## config.mk

```make
export PLATFORM = sky130hd
export DESIGN_NAME = deplete_flat
export DESIGN_NICKNAME = d
export VERILOG_FILES = /design/src/rtl/deplete_pkg.sv /design/src/rtl/deplete_if.sv /design/src/rtl/deplete_key_pulse.sv /design/src/rtl/deplete.sv /design/src/flat_wrapper.sv
export SDC_FILE = /design/constraint.sdc
export NUM_CORES = 1
export LEC_CHECK = 0
export ABC_AREA = 1
export ABC_CLOCK_PERIOD_IN_PS = 2100
export CELL_PAD_IN_SITES_DETAIL_PLACEMENT = 0
export CELL_PAD_IN_SITES_GLOBAL_PLACEMENT = 1
export CORE_MARGIN = 1.5
export CORE_UTILIZATION = 35
export DETAILED_ROUTE_END_ITERATION = 7
export GPL_TIMING_DRIVEN = 0
export PLACE_DENSITY_LB_ADDON = 0.1
export SLEW_MARGIN = 25
export SYNTH_ARGS = -nofsm -noshare
export SYNTH_HDL_FRONTEND = slang
export SYNTH_HIERARCHICAL = 1
export SYNTH_SLANG_ARGS = --single-unit
```

## constraint.sdc

```tcl
create_clock -name Clock -period 2.1 [get_ports Clock]
set_clock_uncertainty 0.15 [all_clocks]
set_input_delay 0.63 -clock Clock [delete_from_list [all_inputs] [get_ports Clock]]
set_output_delay 0.63 -clock Clock [all_outputs]
set_load 0.05 [all_outputs]
```

## src/rtl/deplete_pkg.sv

```systemverilog
// Shared types and constants for the deplete counter: FSM state encoding and default widths.
package deplete_pkg;

    typedef enum logic [1:0] {
        IDLE   = 2'd0,
        ACTIVE = 2'd1,
        EMPTY  = 2'd2
    } state_t;

    localparam int DEFAULT_N        = 10;
    localparam int DEFAULT_DEBOUNCE = 16;

endpackage

```

## src/rtl/deplete_if.sv

```systemverilog
// Pushbutton/switch inputs and result outputs of the deplete counter, grouped as one bus.
interface deplete_if
    import deplete_pkg::*;
#(
    parameter int N = DEFAULT_N
);
    logic         LoadN;
    logic         StepN;
    logic [N-1:0] X;
    logic [N-1:0] Q;
    logic         Empty;
    logic         Borrow;

    modport master (output LoadN, StepN, X, input Q, Empty, Borrow);
    modport slave  (input LoadN, StepN, X, output Q, Empty, Borrow);
endinterface

```

## src/rtl/deplete_key_pulse.sv

```systemverilog
// Raw active-low key -> 2-flop synchronizer -> optional debounce -> one-clock press pulse.
// Debounce stage is present only when DEPLETE_DEBOUNCE_EN is defined.
module key_pulse #(
    parameter int DEBOUNCE_CYCLES = 16
) (
    input  logic clk,
    input  logic rst_n,
    input  logic key_n,
    output logic pulse
);

    // The level feeding the edge detector only becomes trustworthy once the
    // synchronizer (and debounce register) hold post-reset samples.
`ifdef DEPLETE_DEBOUNCE_EN
    localparam logic [1:0] ARM_LAST = 2'd3;
`else
    localparam logic [1:0] ARM_LAST = 2'd2;
`endif

    if (DEBOUNCE_CYCLES < 1) begin : g_bad_debounce
        $error("key_pulse: DEBOUNCE_CYCLES must be at least 1");
    end

    logic       sync1_r;
    logic       sync2_r;
    logic [1:0] arm_r;
    logic       armed_s;
    logic       level_s;
    logic       prev_r;

    assign armed_s = (arm_r == ARM_LAST);

    // Two-flop synchronizer, parked at the released level during reset.
    always_ff @(posedge clk or negedge rst_n) begin
        if (!rst_n) begin
            sync1_r <= 1'b1;
            sync2_r <= 1'b1;
        end else begin
            sync1_r <= key_n;
            sync2_r <= sync1_r;
        end
    end

    // Post-reset arming counter, saturates at ARM_LAST.
    always_ff @(posedge clk or negedge rst_n) begin
        if (!rst_n) begin
            arm_r <= 2'd0;
        end else if (!armed_s) begin
            arm_r <= arm_r + 2'd1;
        end else begin
            arm_r <= arm_r;
        end
    end

`ifdef DEPLETE_DEBOUNCE_EN
    localparam int CW = $clog2(DEBOUNCE_CYCLES + 1);

    logic [CW-1:0] cnt_r;
    logic          stab_r;

    // Debounce: accept a new level after DEBOUNCE_CYCLES consecutive differing samples.
    always_ff @(posedge clk or negedge rst_n) begin
        if (!rst_n) begin
            cnt_r  <= {CW{1'b0}};
            stab_r <= 1'b1;
        end else if (!armed_s) begin
            cnt_r  <= {CW{1'b0}};
            stab_r <= sync2_r;
        end else if (sync2_r == stab_r) begin
            cnt_r  <= {CW{1'b0}};
            stab_r <= stab_r;
        end else if (cnt_r == CW'(DEBOUNCE_CYCLES - 1)) begin
            cnt_r  <= {CW{1'b0}};
            stab_r <= sync2_r;
        end else begin
            cnt_r  <= cnt_r + CW'(1);
            stab_r <= stab_r;
        end
    end

    assign level_s = stab_r;
`else
    assign level_s = sync2_r;
`endif

    // Previous level; held at 0 until armed so a key held through reset never fires.
    always_ff @(posedge clk or negedge rst_n) begin
        if (!rst_n) begin
            prev_r <= 1'b0;
        end else if (armed_s) begin
            prev_r <= level_s;
        end else begin
            prev_r <= 1'b0;
        end
    end

    // Decoded from flops only, so it is glitch-free and can act on the very next edge.
    assign pulse = prev_r & ~level_s;

endmodule

```

## src/rtl/deplete.sv

```systemverilog
// Deplete counter: load Q from X, subtract X per step press with saturation and a sticky Borrow.
// Build option: DEPLETE_DEBOUNCE_EN enables key debouncing inside key_pulse.
module deplete
    import deplete_pkg::*;
#(
    parameter int N               = DEFAULT_N,
    parameter int DEBOUNCE_CYCLES = DEFAULT_DEBOUNCE
) (
    input  logic     Clock,
    input  logic     Resetn,
    deplete_if.slave bus
);

    logic         load_s;
    logic         step_s;
    logic [N:0]   diff_s;
    state_t       state_r;
    logic [N-1:0] q_r;
    logic         empty_r;
    logic         borrow_r;

    key_pulse #(.DEBOUNCE_CYCLES(DEBOUNCE_CYCLES)) u_load_key (
        .clk   (Clock),
        .rst_n (Resetn),
        .key_n (bus.LoadN),
        .pulse (load_s)
    );

    key_pulse #(.DEBOUNCE_CYCLES(DEBOUNCE_CYCLES)) u_step_key (
        .clk   (Clock),
        .rst_n (Resetn),
        .key_n (bus.StepN),
        .pulse (step_s)
    );

    // Widened difference; the top bit is the underflow indication.
    always_comb begin
        diff_s = {1'b0, q_r} - {1'b0, bus.X};
    end

    // FSM and datapath; load has priority over step.
    always_ff @(posedge Clock or negedge Resetn) begin
        if (!Resetn) begin
            state_r  <= IDLE;
            q_r      <= {N{1'b0}};
            empty_r  <= 1'b0;
            borrow_r <= 1'b0;
        end else if (load_s) begin
            q_r      <= bus.X;
            borrow_r <= 1'b0;
            if (bus.X != {N{1'b0}}) begin
                state_r <= ACTIVE;
                empty_r <= 1'b0;
            end else begin
                state_r <= EMPTY;
                empty_r <= 1'b1;
            end
        end else begin
            case (state_r)
                ACTIVE: begin
                    if (!step_s || (bus.X == {N{1'b0}})) begin
                        state_r <= ACTIVE;
                    end else if (diff_s[N]) begin
                        q_r      <= {N{1'b0}};
                        borrow_r <= 1'b1;
                        state_r  <= EMPTY;
                        empty_r  <= 1'b1;
                    end else if (diff_s[N-1:0] == {N{1'b0}}) begin
                        q_r     <= {N{1'b0}};
                        state_r <= EMPTY;
                        empty_r <= 1'b1;
                    end else begin
                        q_r     <= diff_s[N-1:0];
                        state_r <= ACTIVE;
                    end
                end
                IDLE:    state_r <= IDLE;
                EMPTY:   state_r <= EMPTY;
                default: begin
                    state_r <= IDLE;
                    empty_r <= 1'b0;
                end
            endcase
        end
    end

    assign bus.Q      = q_r;
    assign bus.Empty  = empty_r;
    assign bus.Borrow = borrow_r;

endmodule

```

## src/flat_wrapper.sv

```systemverilog
// flat-port wrapper written by rule: the top's interface ports become plain ports
module deplete_flat import deplete_pkg::*;
#(
    parameter int N               = DEFAULT_N,
    parameter int DEBOUNCE_CYCLES = DEFAULT_DEBOUNCE
)
  (Clock, Resetn, bus_LoadN, bus_StepN, bus_X, bus_Q, bus_Empty, bus_Borrow);
  deplete_if #(.N(N)) bus_i ();
  input  logic Clock;
  input  logic Resetn;
  input wire logic [$bits(bus_i.LoadN)-1:0] bus_LoadN;
  input wire logic [$bits(bus_i.StepN)-1:0] bus_StepN;
  input wire logic [$bits(bus_i.X)-1:0] bus_X;
  output wire logic [$bits(bus_i.Q)-1:0] bus_Q;
  output wire logic [$bits(bus_i.Empty)-1:0] bus_Empty;
  output wire logic [$bits(bus_i.Borrow)-1:0] bus_Borrow;
  assign bus_i.LoadN = bus_LoadN;
  assign bus_i.StepN = bus_StepN;
  assign bus_i.X = bus_X;
  assign bus_Q = bus_i.Q;
  assign bus_Empty = bus_i.Empty;
  assign bus_Borrow = bus_i.Borrow;
  deplete #(.N(N), .DEBOUNCE_CYCLES(DEBOUNCE_CYCLES)) u_core (.Clock(Clock), .Resetn(Resetn), .bus(bus_i));
endmodule
```

Yosys cells after proc, flatten, opt, wreduce, memory -nomap -nowiden:

Cells that the tools add are included.

* register bits: 24
* input port bits: 14
* output and inout port bits: 12
* word-level logic and storage cells: 62

* add/subtract/negate cells: 3
* equal/unequal tests: 8
* mux-type cells: 23
* bitwise logic cells: 4
* reductions and logical operators: 12

Operators by type and width (number)
* 10-bit two-way mux: 5
* 10-bit logical NOT: 2
* 1-bit two-way mux: 11
* 10-bit by 10-bit subtractor with 11-bit output: 1
* 2-bit two-way mux: 5
* 10-bit nonzero test: 1
* 2-bit == test, second input constant: 3
* 3-bit AND reduction: 2
* 2-bit by 1-bit adder with 2-bit output, second input constant: 2
* 2-bit by 1-bit inequality test with 1-bit output, second input constant: 2
* 4-bit by 1-bit inequality test with 1-bit output, second input constant: 1
* 2-bit case mux with 2 select lines: 1
* 2-bit nonzero test: 2
* 3-bit by 2-bit inequality test with 1-bit output, second input constant: 1
* 1-bit AND: 2
* 2-bit by 1-bit == test with 1-bit output, second input constant: 1
* 2-bit logical NOT: 1
* 1-bit inverter: 2
* 1-bit case mux with 2 select lines: 1
* 2-bit AND reduction: 1
* 2-bit OR reduction: 1
* 1-bit logical NOT: 1
* 1-bit logical OR: 1

Depth between registers and ports, before layout:

* depth in word-level cells: 7
* gate-level depth with buffers: 18
* gate-level depth less buffers: 18

Hierarchy:

Netlist, hierarchy kept.

By module, submodules not included
* deplete: instances 1, cells each 223, area each 1423.9 um2, sequential area each 350.3 um2
* key_pulse: instances 2, cells each 17, area each 182.7 um2, sequential area each 127.6 um2

Worst setup path after synthesis:

Ideal clock, no wire load.

* path kind: register to register
* start: register u_core.q_r[0] (netlist: u_core/bus.Q[0])
* end: register u_core.empty_r (netlist: u_core/bus.Empty)
* arrival time: 2244 ps
* required time: 1831 ps
* path slack: -413 ps
* cell stages (with the launch flop): 18
* buffers on the path: 0
* period minus slack after synthesis: 2513 ps
* cell sequence: dfrtp_1 > inv_1 > ha_1 > fa_1 > inv_1 > nand2_1 > nand2_1 > nand3_1 > nand2_1 > nand2_1 > nand2_1 > nand2_1 > nor2_1 > nand2_1 > nand3_2 > nand3_1 > nand2_1 > nand2_1

* word-level cells in the longest chain between the ends: 5
* elaborated cells on any way between the ends: 8

RTL lines
* from (decl): RTL line deplete.sv:18 `logic [N-1:0] q_r;`
* from (signal assigned): RTL line deplete.sv:45 `q_r <= {N{1'b0}};`
* from (signal assigned): RTL line deplete.sv:49 `q_r <= bus.X;`
* from (signal assigned): RTL line deplete.sv:64 `q_r <= {N{1'b0}};`
* 10-bit by 10-bit subtractor with 11-bit output (*): RTL line deplete.sv:38 `diff_s = {1'b0, q_r} - {1'b0, bus.X};`
* branches (longest 4 deep; another with 10-bit logical NOT)
* to (signal assigned): RTL line deplete.sv:46 `empty_r <= 1'b0;`
* to (signal assigned): RTL line deplete.sv:53 `empty_r <= 1'b0;`
* to (signal assigned): RTL line deplete.sv:67 `empty_r <= 1'b1;`
* to (decl): RTL line deplete.sv:19 `logic empty_r;`

Mark *: on every way between the ends. The select of a mux whose other input is x is not followed.
A chain may end at the register's enable or synchronous reset.

Worst setup path in the final report:

* start: input port bus_X[0]
* end: register u_core.q_r[1] (netlist: u_core/bus.Q[1])

* word-level cells in the longest chain between the ends: 7
* elaborated cells on any way between the ends: 11

RTL lines
* from (decl): RTL line flat_wrapper.sv:13 `input wire logic [$bits(bus_i.X)-1:0] bus_X;`
* 10-bit by 10-bit subtractor with 11-bit output: RTL line deplete.sv:38
* 10-bit logical NOT: RTL line deplete.sv:68 `end else if (diff_s[N-1:0] == {N{1'b0}}) begin`
* 10-bit two-way mux: RTL line deplete.sv:68
* 10-bit two-way mux: RTL line deplete.sv:63 `end else if (diff_s[N]) begin`
* 10-bit two-way mux: RTL line deplete.sv:61 `if (!step_s || (bus.X == {N{1'b0}})) begin`
* 10-bit two-way mux: RTL line deplete.sv:59 `case (state_r)`
* 10-bit two-way mux: RTL line deplete.sv:48 `end else if (load_s) begin`
* to (signal assigned): RTL line deplete.sv:49
* to (signal assigned): RTL line deplete.sv:64
* to (signal assigned): RTL line deplete.sv:69 `q_r <= {N{1'b0}};`

Several ways; a longest one is shown, not always the timed one. The select of a mux whose other input is x is not followed.

==> run_results.csv <==
group,metric,value,unit
synthesis,synthArstFlopShare,1.00,
cts,clkLatencyLatePin,260,ps
detailed_routing,vias,1767,
placement,gp_congestion,0.779,
die,core.rowCount,25,
timing,tightest_slew,551,ps
grt,overflow,0,
detailed_routing,drtAntennaViolNets,0,
synthesis,synth_area_leaders,"dfrtp_1, nand2_1, ha_1",
detailed_routing,drtIter0Drc,50,
worst_setup_path,path_max_fanout,3,
timing,rsz0062_at_grt,"yes",
timing,whs,192,ps
timing,fin_crit_sh,1.10,
cts,htreeDepth,1,
synthesis,synth.avg_cell_area,6.96,µm²
cells_and_area,diodes,0,
worst_setup_path,critPathArrivalTime,2310,ps
detailed_routing,route.detailed.drc,0,
detailed_routing,drt-pass1-iter-count,4,
grt,grt_pass1_wl,7.91,mm
die,ios,26,
grt,grt_pass1_vias,1719,
die,initial_core_util,0.371,
timing,setup_viol,5,
grt,grt_max_degree,25,
cts,clock-sinks,24,
synthesis,yosysWarnings,6,
cells_and_area,mostFrequentLayoutCell,"nand2_1",
run_status,violations,"negative setup slack",
detailed_routing,drt_wl_total,4.86,mm
timing,fin_ws,-210,ps
synthesis,yosysTopAreaCell,"dfrtp_1",
timing,layout_min_cycle_time,2310,ps
synthesis,synth_edf_count,0,
cells_and_area,drive_gt1_frac,0.366,
die,die_area,0.00555,mm²
synthesis,syn-num-nets,288,
placement,port_buffers,25,
cells_and_area,finalNetCount,335,
hold_path,min_path_type,"in -> async",
synthesis,ys_seq_elements,24,
run_status,outcome,"complete, but fails checks",
cts,cts-root-buf,"clkbuf_8",
synthesis,ys_types,28,
timing,setup_tns,-878,ps
timing,fmax,0.433,GHz
die,die_y,74.5,µm
cts,cts_tree,"yes",
timing,slew_headroom,0.632,
synthesis,ys_seq_area_frac,0.338,
timing,final-hold-violation-count,0,
pwr,p_per_area,997,mW/mm²
detailed_routing,vias_per_cell,4.78,
timing,drv_slew,0,
worst_setup_path,start_kind,"primary input",
grt,antenna_found_initial,0,
cells_and_area,final_cell_mix,"nand2_1, inv_1, nor2_1, nand3_1, dfrtp_1",
grt,grt_usage,0.186,
die,die_x,74.5,µm
synthesis,synth_ff_type,"dfrtp_1",
cts,cts_max_path_buffers,2,
worst_setup_path,crit_type,"in -> reg",
pwr,peakVddDrop,0.549,mV
synthesis,synthCells,257,
job,cap_violations,0,
cts,hold_buffers,0,
die,core_area,0.00482,mm²
worst_setup_path,crit_required,2100,ps
detailed_routing,wl_per_cell,13.1,µm
synthesis,syn_area,0.00179,mm²
pwr,power_leakage,1.32,nW
cts,cts_made_buffers,3,
placement,dp_hpwl,3.57,mm
cells_and_area,syn_to_final_growth,45.1,%
cts,cts.clk_slew.worst_paths,90,ps
worst_setup_path,cp-end-kind,"flop",
synthesis,netlist.area_leader.share,0.280,
==> cell type report <==
type                            instances  area [µm²]
Buffer                                  2        11.3
Clock buffer                            4        55.1
Fill cell                             503        2220
Inverter                               47         184
Multi-Input combinational cell        183        1320
Sequential cell                        24         607
Tap cell                               67        83.8
Timing Repair Buffer                   43         333
==> routing by layer <==
| layer | track usage | vias up | part of all wire |
|---|---|---|---|
| met4 | 0.0343 | 0 | 0.0086 |
| met3 | 0.0312 | 4 | 0.038 |
| met5 | 0 | - | 0 |
| met2 | 0.311 | 32 | 0.47 |
| met1 | 0.255 | 825 | 0.48 |
| li1 | - | 906 | - |
==> path summary, 6_finish.rpt <==
check | to | startpoint | slack (ps) | cells past startpoint
min | u_core/bus.Q[7] | Resetn | 190 | 1
min reg2reg | u_core/u_load_key/level_s | u_core/u_load_key/sync1_r | 210 | 0
max reg2reg | u_core/bus.Q[1] | u_core/bus.Q[0] | -180 | 14
max | u_core/bus.Q[1] | bus_X[0] | -210 | 14
max in group asynchronous | u_core/bus.Q[0] | Resetn | 1210 | 1
min in group Clock | u_core/u_load_key/level_s | u_core/u_load_key/sync1_r | 210 | 0
==> cell families after synthesis <==
family | count (synthesis) | synth area share
simple gates | 144 | 0.346
compound gates | 22 | 0.0825
fa+ha+maj | 17 | 0.123
flops | 24 | 0.338
buf+inv | 50 | 0.110
==> critical path, stage by stage <==
cell	delay [ps]
buf_8	100
ha_4	160
fa_2	530
nand2_1	50
nor2_1	100
nand3_1	80
nor2_1	110
nand2_1	80
nor2_2	100
nand2_2	90
nand2_2	110
nor2_1	40
nand2_1	60
nand3_2	60
==> state kept, by name (all words and copies together) (netlist names), 2 cells and up <==
signal,cells
u_core/bus.Q,10
u_core/state_r,2
u_core/u_load_key/arm_r,2
u_core/u_step_key/arm_r,2
==> cell usage after synthesis, types with 3 or more instances <==
master / n
o21ai_0: 3
a21oi_1: 4
nand3_1: 26
ha_1: 16
nand2_1: 83
dfrtp_1: 20
o21ai_1: 3
nand4_1: 3
o311ai_0: 3
o211ai_1: 5
dfstp_2: 4
nor2_1: 24
inv_1: 45
==> repair_timing <==
action	4_1_cts	5_1_grt
setup buffers	8	11
setup endpoints to repair	26	14
resized for setup	88	44
pin swaps	33	20
==> per-stage QoR <==
| step | setup WS [ps] | instance area (µm²) | power, mW | util | cells |
|---|---|---|---|---|---|
| floorplan | -217 | 1810 | 1.49 | - | 257 |
| global placement | -1010 | 2140 | 1.85 | 0.444 | 349 |
| detailed placement | -1060 | 2130 | 1.85 | 0.443 | 349 |
| CTS | -212 | 2460 | 2.42 | 0.511 | 361 |
| global route | -317 | 2600 | 2.79 | 0.539 | 370 |
| finish | -210 | 2600 | 2.59 | 0.539 | 370 |
==> report_power, final <==
group	switching (mW)	leakage, nW	total (mW)	internal, mW
registers	0.0814	0.284	0.626	0.545
logic	1.02	1.01	1.65	0.634
clock network	0.144	0.0288	0.311	0.167
Note: power is estimated with default switching activity, not from simulation.
